==> config.mk <==
export PLATFORM = sky130hd
export DESIGN_NAME = sr_pq_r
export DESIGN_NICKNAME = d
export VERILOG_FILES = /design/src/rtl/sr_pq_r.sv
export SDC_FILE = /design/constraint.sdc
export NUM_CORES = 2
export LEC_CHECK = 0
export CORE_MARGIN = 5
export CORE_UTILIZATION = 60
export CTS_CLUSTER_DIAMETER = 150
export CTS_CLUSTER_SIZE = 12
export DETAILED_ROUTE_END_ITERATION = 7
export PLACE_DENSITY = 0.76
export SLEW_MARGIN = 20
export SYNTH_ARGS = -nofsm -noshare
export SYNTH_HDL_FRONTEND = slang
export SYNTH_SLANG_ARGS = --single-unit
==> constraint.sdc <==
create_clock -name clk -period 5.56 [get_ports clk]
set_input_delay 1.112 -clock clk [delete_from_list [all_inputs] [get_ports clk]]
set_output_delay 1.112 -clock clk [all_outputs]
set_load 0.005 [all_outputs]
==> src/rtl/sr_pq_r.sv <==
`default_nettype none
// ============================================================================
//  Module      : sr_pq_r
//  Description : Shift-register priority queue with per-stage valid bits.
//                Single-cycle enqueue, dequeue and replace; min- or
//                max-ordered head; FIFO order among equal keys.
//  Revision    : 1.0 - initial release
// ============================================================================
module sr_pq_r #(
   parameter int CAPACITY = 16,
   parameter int KEY_W    = 16,
   parameter int VAL_W    = 16,
   parameter int MAX_MODE = 0
) (
   input  logic                            clk,
   input  logic                            rst,
   input  logic                            enq,
   input  logic                            deq,
   input  logic [KEY_W-1:0]                ki,
   input  logic [VAL_W-1:0]                vi,
   output logic [KEY_W-1:0]                ko,
   output logic [VAL_W-1:0]                vo,
   output logic                            empty,
   output logic                            full,
   output logic [$clog2(CAPACITY+1)-1:0]   count,
   output logic                            ovf,
   output logic                            udf,
   output logic                            busy
);

   localparam int               CNT_W     = $clog2(CAPACITY+1);
   localparam logic [CNT_W-1:0] C_CNT_ONE = CNT_W'(1);

   // Stage storage; index 0 is the head.
   logic [CAPACITY-1:0] valid_q, valid_d;
   logic [KEY_W-1:0]    key_q [CAPACITY];
   logic [KEY_W-1:0]    key_d [CAPACITY];
   logic [VAL_W-1:0]    val_q [CAPACITY];
   logic [VAL_W-1:0]    val_d [CAPACITY];
   logic [CNT_W-1:0]    count_q, count_d;
   logic                ovf_q, ovf_d;
   logic                udf_q, udf_d;

   // Comparator results and their neighbour-shifted views.
   logic [CAPACITY-1:0] pass_w;
   logic [CAPACITY-1:0] prev_pass_w;   // bit i = pass of stage i-1 (1 for head)
   logic [CAPACITY-1:0] next_pass_w;   // bit i = pass of stage i+1 (0 for tail)
   logic [CAPACITY-1:0] here_pass_w;   // pass with the head forced to 1

   // Neighbour contents, so every stage sees predecessor and successor.
   logic [CAPACITY-1:0] valid_prev_w, valid_next_w;
   logic [KEY_W-1:0]    key_prev_w [CAPACITY];
   logic [KEY_W-1:0]    key_next_w [CAPACITY];
   logic [VAL_W-1:0]    val_prev_w [CAPACITY];
   logic [VAL_W-1:0]    val_next_w [CAPACITY];

   logic op_enq_w, op_deq_w, op_rep_w;

   // Effective operation; enq+deq on an empty queue degrades to a plain enqueue.
   assign op_enq_w = enq && (deq ? !valid_q[0] : !valid_q[CAPACITY-1]);
   assign op_deq_w = deq && !enq && valid_q[0];
   assign op_rep_w = enq && deq && valid_q[0];

   // Per-stage comparator: a passing stage sorts ahead of the incoming entry.
   always_comb begin
      pass_w = '0;
      for (int j = 0; j < CAPACITY; j++) begin
         pass_w[j] = valid_q[j] &&
                     ((MAX_MODE != 0) ? (key_q[j] >= ki) : (key_q[j] <= ki));
      end
   end

   assign prev_pass_w = {pass_w[CAPACITY-2:0], 1'b1};
   assign next_pass_w = {1'b0, pass_w[CAPACITY-1:1]};
   assign here_pass_w = pass_w | {{(CAPACITY-1){1'b0}}, 1'b1};

   assign valid_prev_w = {valid_q[CAPACITY-2:0], 1'b0};
   assign valid_next_w = {1'b0, valid_q[CAPACITY-1:1]};

   // Gather each stage's neighbours; the ends see an empty, zeroed stage.
   always_comb begin
      key_prev_w[0]          = '0;
      val_prev_w[0]          = '0;
      key_next_w[CAPACITY-1] = '0;
      val_next_w[CAPACITY-1] = '0;
      for (int i = 1; i < CAPACITY; i++) begin
         key_prev_w[i]   = key_q[i-1];
         val_prev_w[i]   = val_q[i-1];
         key_next_w[i-1] = key_q[i];
         val_next_w[i-1] = val_q[i];
      end
   end

   // Next-state for every stage, occupancy count and error pulses.
   always_comb begin
      valid_d = valid_q;
      key_d   = key_q;
      val_d   = val_q;
      count_d = count_q;
      ovf_d   = enq && !deq && valid_q[CAPACITY-1];
      udf_d   = deq && !enq && !valid_q[0];

      for (int i = 0; i < CAPACITY; i++) begin
         if (op_enq_w) begin
            // Passing stages hold; the first failing stage takes the new
            // entry and everything behind it moves one step toward the tail.
            if (!pass_w[i]) begin
               if (prev_pass_w[i]) begin
                  valid_d[i] = 1'b1;
                  key_d[i]   = ki;
                  val_d[i]   = vi;
               end else begin
                  valid_d[i] = valid_prev_w[i];
                  key_d[i]   = key_prev_w[i];
                  val_d[i]   = val_prev_w[i];
               end
            end
         end else if (op_deq_w) begin
            valid_d[i] = valid_next_w[i];
            key_d[i]   = key_next_w[i];
            val_d[i]   = val_next_w[i];
         end else if (op_rep_w) begin
            // Stages ahead of the insertion point pull forward over the
            // departing head; the insertion point is the last such stage + 1.
            if (next_pass_w[i]) begin
               valid_d[i] = valid_next_w[i];
               key_d[i]   = key_next_w[i];
               val_d[i]   = val_next_w[i];
            end else if (here_pass_w[i]) begin
               valid_d[i] = 1'b1;
               key_d[i]   = ki;
               val_d[i]   = vi;
            end
         end
      end

      if (op_enq_w) begin
         count_d = count_q + C_CNT_ONE;
      end else if (op_deq_w) begin
         count_d = count_q - C_CNT_ONE;
      end
   end

   // State registers; reset discards all contents.
   always_ff @(posedge clk or negedge rst) begin
      if (!rst) begin
         valid_q <= '0;
         count_q <= '0;
         ovf_q   <= 1'b0;
         udf_q   <= 1'b0;
         for (int i = 0; i < CAPACITY; i++) begin
            key_q[i] <= '0;
            val_q[i] <= '0;
         end
      end else begin
         valid_q <= valid_d;
         count_q <= count_d;
         ovf_q   <= ovf_d;
         udf_q   <= udf_d;
         for (int i = 0; i < CAPACITY; i++) begin
            key_q[i] <= key_d[i];
            val_q[i] <= val_d[i];
         end
      end
   end

   assign ko    = key_q[0];
   assign vo    = val_q[0];
   assign empty = !valid_q[0];
   assign full  = valid_q[CAPACITY-1];
   assign count = count_q;
   assign ovf   = ovf_q;
   assign udf   = udf_q;
   assign busy  = 1'b0;

endmodule
`default_nettype wire

==> results.sh <==
export IMPL_grt_pass1_vias=37300
export IMPL_tightestPinTransition_ns=1.15
export IMPL_path_clk_slew_ns=0.07
export IMPL_clkSinkCount=535
export IMPL_syn_nets=4960
export IMPL_synthTopCellsByCount="a21oi_1, dfrtp_1, nor2_1"
export IMPL_num_nets_final=4866
export IMPL_arrival_ns=5.25
export IMPL_final_hold_viol_count=0
export IMPL_clk_latency_ns=0.62
export IMPL_place_gp_congestion=0.986
export IMPL_max_freq_mhz=211
export IMPL_numCtsBuffers=50
export IMPL_yosysUniqueCellTypes=82
export IMPL_setup_viol=0
export IMPL_dpl_cell_count=5382
export IMPL_synth_edff_count=0
export IMPL_antenna_found_initial=2
export IMPL_vias=38100
export IMPL_synthArstFlopShare_pct=100
export IMPL_power_total_mw=27.5
export IMPL_synth_most_common_cell="a21oi_1"
export IMPL_hpwl_um=93900
export IMPL_portBuffers=76
export IMPL_hold_depth=1
export IMPL_synth_top_area_cell="dfrtp_1"
export IMPL_fin_crit_ns=4.75
export IMPL_synth_seq_area_share_pct=33.6
export IMPL_fin_cells=5437
export IMPL_avgViaCountPerCell=7.01
export IMPL_synthTopCellsByArea="dfrtp_1, ha_1, mux2i_1"
export IMPL_cts_resized_gates=0
export IMPL_cts_setup_buffers=0
export IMPL_overflow=0
export IMPL_slew_headroom_pct=22.4
export IMPL_r2r_cells=8
export IMPL_leakagePower_nw=19.1
export IMPL_r2r_end="val_next_w[189]"
export IMPL_r2r_slack_ns=1.86
export IMPL_h_tree_depth=2
export IMPL_synth_top_cell_area_share_pct=33.6
export IMPL_grt_max_degree=194
export IMPL_drt_iter0_drc=4320
export IMPL_clk_root_buffer_cell="clkbuf_16"
export IMPL_syn_area_um2=39800
export IMPL_yosysWarnings=0
export IMPL_firstDrtPassIters=8
export IMPL_finClkSkew_ns=0.0202
export IMPL_min_delay_start="count[4]"
export IMPL_antenna_left=0
export IMPL_hold_path_endpoint="count[4]"
export IMPL_drive_gt1_share_pct=8.38
export IMPL_critical_path_class="in2reg"
export IMPL_synth_cells=4664
export IMPL_end_kind="flop"
export IMPL_outcome="finished clean"
export IMPL_avgSynthCellArea_um2=8.53
export IMPL_rsz0062_at_grt="false"
export IMPL_cp_max_fo=10
export IMPL_fin_setup_tns_ns=0
export IMPL_worstSetupStartpointType="input pin"
export IMPL_core_area_um2=65700
export IMPL_grt_pass1_wl_um=210000
export IMPL_r2r_start="valid_q[0]"
export IMPL_period_share_pct=85.4
export IMPL_ys_flop_type="dfrtp_1"
export IMPL_hp_class="reg2reg"
export IMPL_fp_row_count=94
export IMPL_post_drt_wl_per_cell_um=24.2
export IMPL_tritoncts="done"
export IMPL_start_util_pct=60.5
export IMPL_wirelength_um=132000
export IMPL_ctsHoldBuffers=0
export IMPL_drv_cap=0
export IMPL_synthToLayoutAreaGrowth_pct=8.98
export IMPL_worstPathRequired_ns=6.06
export IMPL_ios=78
export IMPL_die_w_um=268
export IMPL_vdd_drop_max_uv=359
export IMPL_dieArea_um2=71600
export IMPL_power_density_nw_per_um2=634
export IMPL_ys_ff_latch=535
export IMPL_grt_usage_pct=35.8
export IMPL_die_y_um=268
export IMPL_cts_max_path_buffers=3
export IMPL_drc=0
export IMPL_final_max_slew_violation_count=0
## critical path, cell delays in order
cell and delay, ns:
clkdlybuf4s50_1 0.60, clkinv_1 0.41, buf_4 0.32, ha_1 0.30
nor2b_1 0.13, o211ai_1 0.14, a21boi_0 0.18, o31ai_1 0.99
nor2_1 0.44, a311o_1 0.44, a21oi_1 0.12, nor2_1 0.05
## per-layer routing
layer	track usage (%)	up-vias	wire length (um)
met5	0	-	0
met4	18.9	0	8090
met3	4.92	506	10400
met2	58.1	1980	60400
met1	47.0	18100	52800
li1	-	17500	-
## state kept, by name, indices dropped and copies added (netlist names)
register	count
val_next_w	240
key_next_w	240
count	5
udf	1
valid_q	16
ovf	1
vo	16
ko	16
## layout by cell type, fill, tap and decap left out, drive strengths merged, types with 50 or more instances in the layout
master,count
a21oi,603
dfrtp,535
nor2,453
o21ai,369
nand2,360
mux2i,305
ha,259
buf,191
a221o,116
o22ai,104
a211oi,92
mux2,76
a211o,74
clkdlybuf4s50,73
inv,66
nand3,63
o221ai,63
a22oi,62
a21o,51
clkbuf,50
## logic make-up after synthesis
family | Yosys count | share of synthesized area [%]
and+or+nand+nor | 1108 | 12.1
adders and majority gates | 260 | 8.19
DFF | 535 | 33.6
buffers and inverters | 484 | 4.80
AOI/OAI and AO/OA | 1891 | 31.3
other | 1 | 0.00942
muxes | 381 | 9.82
xor gates and xnor gates | 4 | 0.0881
## worst max path at each step
stage | startpoint | to | depth (start not counted)
final | ki[1] | val_next_w[63] | 12
after global routing | ki[1] | val_next_w[63] | 12
after CTS | ki[13] | key_next_w[73] | 12
after detailed placement | ki[13] | key_next_w[78] | 12
after global placement | ki[13] | key_next_w[78] | 12
after floorplan | ki[14] | key_next_w[16] | 13
## through the flow
stage                     setup slack [ns]  area (um^2)  hold slack (ns)  utilization, %
after floorplan                       1.02        39800            0.469               -
final                                0.813        43400            0.470            66.0
after global placement               0.424        42100            0.466            64.0
after CTS                            0.943        43300            0.479            65.9
after global routing                 0.688        43400            0.501            65.9
after detailed placement             0.311        42100            0.469            64.0
## layout make-up
cell class	instances	area, um^2
fillers	5530	22400
flip-flops and latches	535	13400
well taps	864	1080
repair buffers	264	2530
inverters	74	278
diodes	2	5.00
clock buffers	50	1250
clock inverters	3	43.8
multi-input cells	3645	24800
## report_power, final
| group | internal, mW | total [mW] | switching [mW] |
|---|---|---|---|
| combinational | 6.96 | 16.3 | 9.36 |
| sequential | 5.79 | 7.99 | 2.20 |
| clock | 1.59 | 3.17 | 1.57 |
Note: power is estimated with default switching activity, not from simulation.
